File: src/rtl/mic1_pkg.sv
// Shared definitions for the MIC-1 memory arbiter.
//   state_t        : transfer FSM states
//   CMD_*_BIT      : bit positions inside the command byte
//   REQ_*          : requester index inside the two-bit req/gnt vectors
//   BYTES_PER_WORD : beats per word-sized bus phase
//   cmd_byte()     : builds the command byte sent in the CMD beat
package mic1_pkg;

   localparam int BYTES_PER_WORD = 4;

   localparam int CMD_WE_BIT   = 0;
   localparam int CMD_WORD_BIT = 1;

   localparam int REQ_FETCH = 0;
   localparam int REQ_DATA  = 1;

   typedef enum logic [2:0] {
      IDLE,
      CMD,
      ADDR,
      WDATA,
      RDATA,
      DONE
   } state_t;

   function automatic logic [7:0] cmd_byte(input logic word, input logic we);
      logic [7:0] b;
      b               = 8'h00;
      b[CMD_WORD_BIT] = word;
      b[CMD_WE_BIT]   = we;
      return b;
   endfunction

endpackage

File: src/rtl/mic1_rr_arbiter.sv
// Two-way round-robin arbiter between instruction fetch and data access.
// Ports:
//   clk, rst_n : clock, asynchronous active-low reset
//   req[1:0]   : requests, indexed by REQ_FETCH / REQ_DATA
//   en         : an arbitration slot is open this cycle
//   gnt[1:0]   : one-hot grant, valid only while en is high
// last_data remembers who was served last; it resets to "data" so fetch
// wins the first tie after reset.
module mic1_rr_arbiter (
   input  logic       clk,
   input  logic       rst_n,
   input  logic [1:0] req,
   input  logic       en,
   output logic [1:0] gnt
);
   import mic1_pkg::*;

   logic last_data;

   always_comb begin
      gnt = 2'b00;
      if (en) begin
         if (req[REQ_FETCH] && req[REQ_DATA]) begin
            // Tie: whoever was not served last goes next.
            if (last_data) gnt[REQ_FETCH] = 1'b1;
            else           gnt[REQ_DATA]  = 1'b1;
         end else if (req[REQ_FETCH]) begin
            gnt[REQ_FETCH] = 1'b1;
         end else if (req[REQ_DATA]) begin
            gnt[REQ_DATA] = 1'b1;
         end
      end
   end

   always_ff @(posedge clk or negedge rst_n) begin
      if (!rst_n)    last_data <= 1'b1;
      else if (|gnt) last_data <= gnt[REQ_DATA];
   end

endmodule

File: src/rtl/mic1_mem_arbiter.sv
// MIC-1 memory arbiter: shares one external byte bus between the PC-driven
// instruction fetch port and the MAR/MDR-driven data port.
// Each transfer is: CMD (1 beat) -> ADDR (4 beats, LSB first) ->
// WDATA (4 beats) or RDATA (4 beats for data, 1 beat for fetch) -> DONE.
// Ports:
//   clk, rst_n                     : clock, asynchronous active-low reset
//   fetch_req/addr, fetch_gnt/done : fetch port, fetch_rdata is one byte
//   data_req/we/addr/wdata         : data port request (word access)
//   data_gnt/done, data_rdata      : data port responses
//   bus_out/bus_oe                 : outbound byte and its valid
//   bus_in/bus_rd                  : inbound byte and "read beat expected"
//   ext_ready                      : external side completes the current beat
module mic1_mem_arbiter #(
   parameter int ADDR_W         = 32,
   parameter int BYTES_PER_WORD = 4
) (
   input  logic              clk,
   input  logic              rst_n,
   input  logic              fetch_req,
   input  logic [ADDR_W-1:0] fetch_addr,
   output logic              fetch_gnt,
   output logic              fetch_done,
   output logic [7:0]        fetch_rdata,
   input  logic              data_req,
   input  logic              data_we,
   input  logic [ADDR_W-1:0] data_addr,
   input  logic [31:0]       data_wdata,
   output logic              data_gnt,
   output logic              data_done,
   output logic [31:0]       data_rdata,
   output logic [7:0]        bus_out,
   output logic              bus_oe,
   input  logic [7:0]        bus_in,
   output logic              bus_rd,
   input  logic              ext_ready
);
   import mic1_pkg::*;

   localparam logic [1:0] LAST_BEAT = 2'(BYTES_PER_WORD - 1);

   state_t            state, state_nx;
   logic [1:0]        cnt, cnt_nx;
   logic [1:0]        gnt;
   logic              arb_en;
   logic              serve_data;
   logic              serve_we;
   logic [ADDR_W-1:0] addr_q;
   logic [31:0]       wdata_q;
   logic [23:0]       rbuf;

   // Grants are combinational in IDLE so the winner sees gnt in the same
   // cycle it is accepted; rst_n gates them so reset forces gnt low at once.
   assign arb_en = (state == IDLE) && rst_n;

   mic1_rr_arbiter u_arb (
      .clk   (clk),
      .rst_n (rst_n),
      .req   ({data_req, fetch_req}),
      .en    (arb_en),
      .gnt   (gnt)
   );

   assign fetch_gnt = gnt[REQ_FETCH];
   assign data_gnt  = gnt[REQ_DATA];

   always_ff @(posedge clk or negedge rst_n) begin
      if (!rst_n) begin
         state <= IDLE;
         cnt   <= 2'd0;
      end else begin
         state <= state_nx;
         cnt   <= cnt_nx;
      end
   end

   // In every beat-carrying state bus_oe or bus_rd is already 1, so a
   // completed beat reduces to ext_ready there.
   always_comb begin
      state_nx   = state;
      cnt_nx     = cnt;
      bus_out    = 8'h00;
      bus_oe     = 1'b0;
      bus_rd     = 1'b0;
      fetch_done = 1'b0;
      data_done  = 1'b0;
      case (state)
         IDLE: begin
            cnt_nx = 2'd0;
            if (|gnt) state_nx = CMD;
         end
         CMD: begin
            bus_out = cmd_byte(serve_data, serve_we);
            bus_oe  = 1'b1;
            if (ext_ready) state_nx = ADDR;
         end
         ADDR: begin
            bus_out = addr_q[{cnt, 3'b000} +: 8];
            bus_oe  = 1'b1;
            if (ext_ready) begin
               cnt_nx = cnt + 2'd1;
               if (cnt == LAST_BEAT) begin
                  cnt_nx   = 2'd0;
                  state_nx = (serve_data && serve_we) ? WDATA : RDATA;
               end
            end
         end
         WDATA: begin
            bus_out = wdata_q[{cnt, 3'b000} +: 8];
            bus_oe  = 1'b1;
            if (ext_ready) begin
               cnt_nx = cnt + 2'd1;
               if (cnt == LAST_BEAT) begin
                  cnt_nx   = 2'd0;
                  state_nx = DONE;
               end
            end
         end
         RDATA: begin
            bus_rd = 1'b1;
            if (ext_ready) begin
               cnt_nx = cnt + 2'd1;
               // A fetch reads a single opcode/operand byte.
               if (!serve_data || cnt == LAST_BEAT) begin
                  cnt_nx   = 2'd0;
                  state_nx = DONE;
               end
            end
         end
         DONE: begin
            fetch_done = !serve_data;
            data_done  = serve_data;
            state_nx   = IDLE;
         end
         default: begin
            state_nx = IDLE;
            cnt_nx   = 2'd0;
         end
      endcase
   end

   // Transaction context, captured at the grant; meaningless while idle.
   always_ff @(posedge clk) begin
      if (state == IDLE && (|gnt)) begin
         serve_data <= gnt[REQ_DATA];
         serve_we   <= gnt[REQ_DATA] & data_we;
         addr_q     <= gnt[REQ_DATA] ? data_addr : fetch_addr;
         wdata_q    <= data_wdata;
      end
      if (state == RDATA && ext_ready) begin
         case (cnt)
            2'd0:    rbuf[7:0]   <= bus_in;
            2'd1:    rbuf[15:8]  <= bus_in;
            2'd2:    rbuf[23:16] <= bus_in;
            default: ;
         endcase
      end
   end

   // Read results only update on the beat that ends the read, so each
   // output keeps its previous value until its own done cycle.
   always_ff @(posedge clk or negedge rst_n) begin
      if (!rst_n) begin
         fetch_rdata <= 8'h00;
         data_rdata  <= 32'h0;
      end else if (state == RDATA && ext_ready) begin
         if (!serve_data)            fetch_rdata <= bus_in;
         else if (cnt == LAST_BEAT) data_rdata  <= {bus_in, rbuf};
      end
   end

endmodule

File: config.mk
export PLATFORM = sky130hd
export DESIGN_NAME = mic1_mem_arbiter
export DESIGN_NICKNAME = d
export VERILOG_FILES = /design/src/rtl/mic1_pkg.sv /design/src/rtl/mic1_rr_arbiter.sv /design/src/rtl/mic1_mem_arbiter.sv
export SDC_FILE = /design/constraint.sdc
export NUM_CORES = 1
export LEC_CHECK = 0
export CAP_MARGIN = 20
export CELL_PAD_IN_SITES_DETAIL_PLACEMENT = 0
export CELL_PAD_IN_SITES_GLOBAL_PLACEMENT = 2
export CORE_ASPECT_RATIO = 0.7
export CORE_UTILIZATION = 36
export CTS_CLUSTER_SIZE = 10
export DETAILED_ROUTE_END_ITERATION = 16
export PLACE_DENSITY = 0.9
export SLEW_MARGIN = 20
export SYNTH_ARGS = -nofsm -noshare
export SYNTH_HDL_FRONTEND = slang
export SYNTH_HIERARCHICAL = 1
export SYNTH_SLANG_ARGS = --single-unit
File: constraint.sdc
create_clock -name clk -period 15.7 [get_ports clk]
set_input_delay 4.71 -clock clk [delete_from_list [all_inputs] [get_ports clk]]
set_output_delay 4.71 -clock clk [all_outputs]
set_load 0.005 [all_outputs]
-- Word level (Yosys, flattened, before mapping)
Index checks and enable logic that the tools add are counted.
W data, S select, Z words.
- output and inout port bits: 54
- input bits: 110
- bits in registers: 136
- word-level logic and storage cells: 83
- muxes and demuxes: 28
- bitwise logic cells: 3
- equality and inequality tests: 17
- $add $sub $neg: 1
- shifts and indexed selects: 2
- reductions and logical operators: 20
- operators with widths (cell ; number):
    $shiftx A32 B6 Y8 ; 2
    $mux W32 ; 1
    $mux W3 ; 9
    $pmux W8 S3 ; 1
    $pmux W3 S5 ; 1
    $ne A2 B2 Y1 const B ; 7
    $mux W2 ; 6
    $mux W1 ; 9
    $reduce_and A2 Y1 ; 4
    $reduce_and A8 Y1 ; 1
    $eq A3 B2 Y1 const B ; 2
    $eq A3 B3 Y1 const B ; 2
    $pmux W2 S3 ; 1
    $reduce_and A3 Y1 ; 2
    $reduce_or A2 Y1 ; 3
    $logic_and A1 B1 Y1 ; 5
    $eq A2 B2 Y1 const B ; 2
    $ne A2 B1 Y1 const B ; 2
    $eq A3 B1 Y1 const B ; 1
    $logic_not A3 Y1 ; 1
    $reduce_or A3 Y1 ; 1
    $add A2 B1 Y2 const B ; 1
    $eq A2 B1 Y1 const B ; 1
    $logic_not A2 Y1 ; 1
    other kinds (4) ; 5

-- Depth between registers and ports, before layout
Gate-level depths: netlist of the first run.
- depth after elaboration: 7
- mapped depth: 9
- depth with buffers taken out: 7

-- Hierarchy
The synthesis of the first run kept the hierarchy.
- modules (own cells, without submodules) (module ; cells each ; area an instance (sq um) ; seq. area each (sq um) ; times used):
    mic1_mem_arbiter ; 325 ; 5709.2 ; 3828.7 ; 1
    mic1_rr_arbiter ; 8 ; 62.6 ; 26.3 ; 1

-- Worst setup path before layout of the first run
Ideal clock, no wire load.
- path type: input to register
- from: input rst_n
- to: register addr_q[0] (enable)
- library setup time: 0.653 ns
- slack: 2.698 ns
- stages: 7
- path buffers: 2
- data required time: 15.047 ns
- arrival: 12.350 ns
- cell sequence: nor4b_1 nand2_1 a21oi_1 clkbuf_1 buf_1 nor2_1 nor4_1
- cells in the longest elaborated chain, start to end: 4
- RTL lines (element ; RTL line ; source):
    start: declaration ; mic1_mem_arbiter.sv:18 ; input logic rst_n,
    $logic_and A1 B1 Y1 ; mic1_mem_arbiter.sv:53 ; assign arb_en = (state == IDLE) && rst_n;
    $mux W2 ; mic1_rr_arbiter.sv:22 ; if (en) begin
    via data_gnt ; mic1_mem_arbiter.sv:28 ; output logic data_gnt,
    $reduce_or A2 Y1 ; mic1_mem_arbiter.sv:143 ; if (state == IDLE && (|gnt)) begin
    $logic_and A1 B1 Y1 ; mic1_mem_arbiter.sv:143 ;
    end signal: assignment ; mic1_mem_arbiter.sv:146 ; addr_q <= gnt[REQ_DATA] ? data_addr : fetch_addr;
    end: declaration ; mic1_mem_arbiter.sv:47 ; logic [ADDR_W-1:0] addr_q;
The timed path passes the listed nets, and every way through them passes these cells.
A chain may end at the register's enable or synchronous reset.

-- Worst setup path after layout of the first run
- from: input rst_n
- to: output data_gnt
- cells in the longest elaborated chain, start to end: 2
- RTL lines (element ; RTL line ; source):
    $logic_and A1 B1 Y1 ; mic1_mem_arbiter.sv:53 ;
    via arb_en ; mic1_mem_arbiter.sv:44 ; logic arb_en;
    $mux W2 ; mic1_rr_arbiter.sv:22 ;
    end: declaration ; mic1_mem_arbiter.sv:28 ;
The timed path passes the listed nets, and every way through them passes these cells.

==> results of run 1 <==
## path summary, 6_finish.rpt
check | endpoint
max | data_gnt
min | data_rdata[0]
max reg2reg | wdata_q[23]
min reg2reg | data_rdata[0]
max in group asynchronous | fetch_rdata[1]
min in group asynchronous | data_rdata[4]
## placed cells by master (no fill, tap or decap), types with 2 or more instances in the layout
cell | netlist | final
clkdlybuf4s50_1 | 0 | 162
edfxtp_1 | 90 | 90
dfrtp_1 | 45 | 45
mux2_2 | 32 | 32
mux2_4 | 30 | 30
clkbuf_16 | 0 | 18
nor2_1 | 10 | 10
mux2_1 | 10 | 10
mux4_2 | 9 | 9
nand2_1 | 7 | 7
inv_1 | 6 | 6
a22o_1 | 6 | 6
o21ai_0 | 5 | 5
and3_1 | 5 | 5
clkinvlp_4 | 0 | 5
or3_1 | 4 | 4
o22ai_1 | 4 | 4
a21oi_1 | 5 | 4
ha_1 | 4 | 4
inv_6 | 0 | 4
nand2b_1 | 3 | 3
nor3_1 | 3 | 3
mux4_1 | 3 | 3
o21ai_1 | 3 | 3
nor4_1 | 4 | 3
buf_4 | 0 | 3
nand2_2 | 2 | 2
o211ai_1 | 2 | 2
nor2b_1 | 2 | 2
clkinv_2 | 0 | 2
## cell families after synthesis
kind of cell,Yosys count
flip-flops,136
AND/OR/NAND/NOR,49
AO/OA/AOI/OAI,34
multiplexers,85
adder cells (fa/ha/maj),4
buffers and inverters,25
## layer usage
metal / up-vias / wire (um) / track usage
li1: 1623 / - / -
met1: 1717 / 6040 / 0.219
met2: 92 / 6130 / 0.253
met3: 8 / 557 / 0.0449
met4: 0 / 116 / 0.0500
met5: - / 0 / 0
## stage by stage
step           cell area (um^2)  hold slack (ns)  instances  power (mW)
2_1_floorplan              5770            0.439        333       0.627
3_3_place_gp               7580            0.447        681       0.755
3_5_place_dp               7580            0.455        681       0.761
4_1_cts                    8140            0.475        713        1.13
5_1_grt                    8170            0.495        714        1.17
6_report                   8170            0.470        714        1.12
## registers in the layout (all words and copies together) (netlist names)
signal and count:
addr_q 32, cnt 2, data_rdata 32, fetch_rdata 8, rbuf 24, serve_data 1
serve_we 1, state 3, u_arb/last_data 1, wdata_q 32
## where the power goes
group	switching [mW]	internal, mW	leakage [nW]
combinational	0.118	0.157	1.36
clock	0.151	0.217	0.261
sequential	0.0357	0.443	1.44
total	0.305	0.817	3.06
## worst register-to-register path: stages, from the launching register on
cell	delay, ns
dfrtp_1	0.61
nor4b_1	0.56
nand2_1	0.21
a21oi_4	0.44
nor2_1	0.12
nor4_2	0.14
buf_4	0.68
## final cells by class
cell class | instances | share of cell area
inverter | 7 | 0.00322
clock inverter | 12 | 0.0112
timing repair buffer | 167 | 0.205
sequential | 136 | 0.472
tap | 200 | 0.0306
clock buffer | 20 | 0.0573
multi-input combinational | 172 | 0.220
==> metrics list, run 1 <==
- Initial antenna violation count: 0
- For this run, the top clock speed supported by timing is 85.2 MHz.
* Crit Path Category: in2out
- The multi-input combinational cells in the finished layout cover a total of 0.00180 mm^2.
- After synthesis, the share of cell area in mux cells is 0.210.
- In this run, synthesis produced a sequential element count of 136.
* Yosys top cell by area: edfxtp_1
- CP startpoint: rst_n
- Entering global routing, the biggest net connects 67 pins.
- The number of global-route vias before repair is 3606.
- Placement Setup Slack: 3.37 ns
* Synth Area in Compound Gates: 0.0405
- The H-tree generated during clock tree synthesis spans 4 levels.
- FFs w/ async S/R, synth: 0.338
* Top-count cell post-synth: edfxtp_1
* Routability congestion estimate: 0.751
- From left edge to right edge, the die measures 153 um.
- WP depth: 6
- Clock tree synthesis inserted a total of 17 buffers.
* Final core area utilization: 0.524
- Worst slew pin tran: 0.933 ns
- Of the total synthesized cell area, the portion taken by XOR and XNOR cells is 0.
- Post-synthesis instance area: 0.00577 mm^2
- CTS Sinks: 136
- Share of synthesized area occupied by flip-flops and latches: 0.668
* Die Height: 108 um
- Maximum fanout along the worst path: 47
- At the later pin of the worst-skew pair, clock insertion delay measures 0.41 ns.
- DRC violations left: 0
- The number of gates resized after CTS was 0.
- Synthesis handed over a netlist of 333 instances.
* Slowest cell delay on critical path: 0.60 ns
- Setup repair after global routing missed its margin: no
- For this design the static power due to leakage is 3.06 nW.
- In this run, post-CTS hold repair placed 0 buffers.
- The final route contains 3440 vias.
- The critical path goes through buf_2 > buf_4 > nor4b_1 > nand2_1 > a21oi_4 > clkdlybuf4s50_1.
* Critical path buffer and inverter count: 3
* Total Nets Final: 615
- Post-synthesis share of cell area spent on full adders, half adders and majority gates: 0.00867
* Iteration count of the initial detailed-routing pass: 4
- The worst hold path belongs to the class reg2reg.
- Across all setup checks in the final design, the least slack found is 3.96 ns.
- Iteration-0 DRC Markers: 198
- In this run the core area contains 38 standard-cell rows.
- Worst reg-to-reg setup slack: 12.51 ns
- Fraction of the cycle the final worst path needs: 0.748
* Run status: finished clean
* First-pass GRT wire length: 19900 um
- Of the cells placed in the final design, the portion with a size suffix greater than 1 is 0.230.
* Critical Path Start Type: primary input
- Clock tree buffer depth: 2
* Headroom to the max-slew limit: 0.377
* Clock-pin slew of the registers on the worst-case setup and hold paths: 0.05 ns
- Final antenna-violating net count: 0
- Number of post-CTS setup repair buffers: 0
* Fillers: 1275
- Arr. time, crit path: 7.03 ns
* Overall overflow remaining after global route: 0
- Setup total negative slack on the finished layout was measured at 0 ns.
- Averaged over all synthesized cells, the footprint is 17.3 um^2.
- Finish-stage setup viols: 0
- Yosys printed 6 warnings.
- The initial utilization of the core area, before any placement, comes to 0.370.
- Among all flip-flop cells after synthesis, the most frequent one is edfxtp_1.
* Sum of routed wire length over all layers: 12800 um
- Yosys mapped a number of flops with a built-in enable equal to 90.
- Area of the core: 0.0156 mm^2
- HPWL after detailed placement: 9120 um
- VDD sags by at most 0.0582 mV.
- Yosys mapped the design onto 49 distinct sky130hd cell types.
* Drt wl/cell: 18.0 um
- Along the worst hold path, the cell count comes to 1.
- Final Max Slew Viols: 0
- Ant. Diodes: 0
* Kind of cell adding the most delay to the critical path: buffers and inverters
- Data on the critical path is required at its endpoint by 10.99 ns.
- Clock period minus worst slack: 11.74 ns
* Capturing element type of the critical path: primary output
- The number of nets in the synthesized netlist is 447.
- The worst register-to-register path begins at state[0].
- Summing all flip-flop and latch instances after layout gives 0.00385 mm^2.
- Ranked by total cell area, the synthesized netlist is headed by edfxtp_1, dfrtp_1, mux2_4.
- Post-route clock skew: 0.00936 ns
- Die area: 0.0166 mm^2
- Maximum capacitance violations: 0
- Synth-to-Final Area Change: 41.5%
- The commonest cells after synthesis are edfxtp_1, dfrtp_1, mux2_2.
* Worst-path cell with the longest stage delay: clkdlybuf4s50_1
* Count of input and output buffers: 163
* Average via count per standard cell: 4.82
* Global routing usage summed across all routing layers: 0.161
- Power spread over the standard cell area amounts to 137 mW/mm^2.
- Share of Yosys cell area claimed by the top area cell type: 0.468
- The startpoint identified for the worst hold timing path is rbuf[0].
* Cell chosen for the clock root: clkbuf_16
- Of the total synthesized cell area, the portion taken by AND, OR, NAND and NOR gates is 0.0492.
* Final Hold Viols: 0
* Top-level port count: 164
- TritonCTS built the clock tree.
- Depth of the worst register-to-register path: 6
* Largest family of logic cells by synthesized area: multiplexers
(Power assumes the default switching activity.)
==> inputs of run 2 (changes only) <==
CORE_UTILIZATION = 33   (was 36)
PLACE_DENSITY = 0.84   (was 0.9)
clock period = 12 ns   (was 15.7 ns; I/O delays follow)
==> run 2 against run 1 <==
  * Register-to-register slack got worse by 3.8 ns
  * Critical path depth increased by 1
  * Clock power grew 43%
  * Routed wire length up 5.4%
  * Clock skew up 0.0044 ns
  * Die area grew 8.9%
  * Utilization is 4.3 points lower
  * Via count up 0.35%
  * Worst setup slack worse by 1.6 ns
  * Sequential power is 30% higher
  * Worst hold slack gained 0.00089 ns
==> metrics list, run 2 (synthesized netlist as in run 1, its figures left out) <==
- The run finished with clean final reports.
- The number of hold violations in the final report was 0 (unchanged).
- The weighted congestion reported at the end of routability-driven placement came to 0.749 (-0.25%).
- The delay of the slowest critical-path stage was 0.59 ns (about the same).
- The pin count of the biggest net entering global routing came to 67 (unchanged).
* Worst-path cell with the longest stage delay: clkdlybuf4s50_1
* Depth of the worst register-to-register path: 7 (+1)
- Total Nets Final: 615 (unchanged)
- The worst hold path cell count is 1 (unchanged).
- PwrDens: 184 mW/mm^2 (+34%)
* CTS Sinks: 136 (unchanged)
- The number of max-slew violations in the final report is 0 (unchanged).
- Clock tree synthesis selected as its root buffer the cell clkbuf_16.
- The number of design rule violations left after detail routing came to 0 (unchanged).
* Post-route cell area: 0.00823 mm^2 (+0.80%)
- The leakage power of the design came to 3.09 nW (+0.83%).
* Clock period minus worst slack: 9.60 ns
* Share of cells above drive strength 1: 0.230 (unchanged)
* Clock tree buffer depth: 2 (unchanged)
- The number of gates given a new drive strength after cts was 0 (unchanged).
* Placement Setup Slack: 2.33 ns (-1.04 ns)
* List of cells traversed by the critical path: buf_2 > buf_4 > nor4b_1 > nand2_1 > a21oi_4 > buf_4 > clkdlybuf4s50_1
- The die footprint is 0.0180 mm^2 (+8.9%).
- TritonCTS built the clock tree.
- Fraction of the cycle the final worst path needs: 0.800
- Number of buffers created by CTS: 17 (unchanged)
- Die Height: 113 um (+4.4%)
* Critical Path Start Type: primary input
- The minimum setup slack in the final design is 2.40 ns (-1.56 ns).
- Hold Buf Count CTS: 0 (unchanged)
* Sequential fraction of design power: 0.412 (-0.015)
- Arr. time, crit path: 6.00 ns (-1.03 ns)
* Initial antenna violation count: 0 (unchanged)
* Vias: 3452 (+0.35%)
- The count of max-cap constraint violations came to 0 (unchanged).
- Post-Route M1 WL: 6420 um (+6.2%)
- Depth of the CTS H-tree: 4 (unchanged)
- The routed length on met3 is 285 um (-49%).
- Worst slew pin tran: 0.917 ns (-0.0162 ns)
* Most prevalent standard cell on the critical path: buf_4
- The sum of routed wire length over all layers is 13500 um (+5.4%).
- The switching portion of total power was 0.274 (+0.00239).
- The worst slew margin relative to its limit came to 0.388 (+0.0108).
- Combinational fraction of design power: 0.239 (-0.007)
* Average via count per standard cell: 4.63 (-3.8%)
* Cell-internal power: 1.10 mW (+35%)
- The number of buffers inserted to repair setup after CTS was 0 (unchanged).
- The clock power share came to 0.349 (+0.021).
* Finish-stage setup viols: 0 (unchanged)
- Placed inst area: 0.00763 mm^2 (+0.61%)
* Capturing element type of the critical path: primary output
* Global routing usage summed across all routing layers: 0.155 (-0.00656)
- The clock transition at the register clock pins on the worst setup and hold paths after CTS came to 0.07 ns (+0.02 ns).
- The starting DRC count in detailed routing is 149 (-25%).
- Cell Rows: 40 (+5.3%)
- Post-route clock skew: 0.0138 ns (+0.00442 ns)
- Setup repair after global routing left no endpoint under its margin.
* Top-level port count: 164 (unchanged)
- Psw: 0.415 mW (+36%)
- Leading cell types in the layout, fill and taps excluded: clkdlybuf4s50_1, edfxtp_1, dfrtp_1
- Compared with the post-synthesis result, the final layout area differs by 42.6%.
* Crit Path Category: in2out
- Setup TNS: 0 ns (unchanged)
- Max Freq: 104 MHz
* Area of the core: 0.0171 mm^2 (+9.8%)
- The total met2 wirelength after detailed routing came to 6730 um (+9.8%).
- Worst skew pair latency: 0.41 ns (about the same)
- The count of port buffers added during placement came to 163 (unchanged).
- The worst endpoint required time is 8.40 ns (-2.59 ns).
- First-pass GRT wire length: 21000 um (+5.9%)
- Final antenna-violating net count: 0 (unchanged)
- Leaving out fill and tap cells, the most frequent cell in the layout is clkdlybuf4s50_1.
* Ant. Diodes: 0 (unchanged)
* Drt wl/cell: 18.2 um (+1.0%)
* Initial standard-cell utilization of the core: 0.337 (-0.0329)
* Iteration count of the initial detailed-routing pass: 4 (unchanged)
* Hold crit path type: reg2reg
- The number of global-route vias before repair is 3696 (+2.5%).
- The largest registers in the layout are addr_q (32), data_rdata (32), wdata_q (32).
* Worst reg-to-reg setup slack: 8.70 ns (-3.81 ns)
- The half-perimeter wire length after detailed placement came to 9620 um (+5.6%).
- Maximum fanout along the worst path: 47 (unchanged)
- The die outline width was 160 um (+4.4%).
- Peak ir drop on the vdd network: 0.0776 mV (+33%)
- Overall overflow remaining after global route: 0 (unchanged)
- Signal routing reaches up to met4.
[run 2: cell type report]
class / instances / area [um^2]
clock inverter: 12 / 126
sequential: 136 / 3850
timing repair buffer: 167 / 1660
clock buffer: 20 / 479
tap: 231 / 289
multi-input combinational: 172 / 1800
inverter: 7 / 26.3
fill: 1532 / 8880
[run 2: worst paths after layout]
path                           from             end
hold reg to reg             rbuf[9]   data_rdata[9]
setup reg to reg           state[0]     wdata_q[25]
max in group asynchronous     rst_n  fetch_rdata[7]
min in group asynchronous     rst_n  data_rdata[28]
setup / recovery              rst_n        data_gnt
hold / removal              rbuf[9]   data_rdata[9]
[run 2: critical path: cells and delay by family]
kind,cells,cell delay [ns]
buffers and inverters,4,1.56
and+or+nand+nor,2,0.68
AOI/OAI and AO/OA,1,0.14
[run 2: power groups by stage]
stage	logic (mW)	registers (mW)	clock network, mW
after global routing	0.392	0.634	0.556
final	0.362	0.624	0.528
after global placement	0.360	0.632	0
after detailed placement	0.365	0.634	0
after CTS	0.367	0.625	0.540
after floorplan	0.200	0.621	0
[run 2: layer usage]
| layer | global-route usage | vias up |
|---|---|---|
| li1 | - | 1627 |
| met1 | 0.205 | 1757 |
| met3 | 0.0266 | 7 |
| met5 | 0 | - |
| met4 | 0.0546 | 0 |
| met2 | 0.256 | 61 |
[run 2: through the flow]
| step | util | std cells | power (mW) | hold WS (ns) |
|---|---|---|---|---|
| 2_1_floorplan | - | 333 | 0.820 | 0.439 |
| 3_3_place_gp | 0.446 | 713 | 0.992 | 0.452 |
| 3_5_place_dp | 0.446 | 713 | 0.999 | 0.463 |
| 4_1_cts | 0.481 | 745 | 1.53 | 0.470 |
| 5_1_grt | 0.481 | 745 | 1.58 | 0.489 |
| 6_report | 0.481 | 745 | 1.51 | 0.471 |
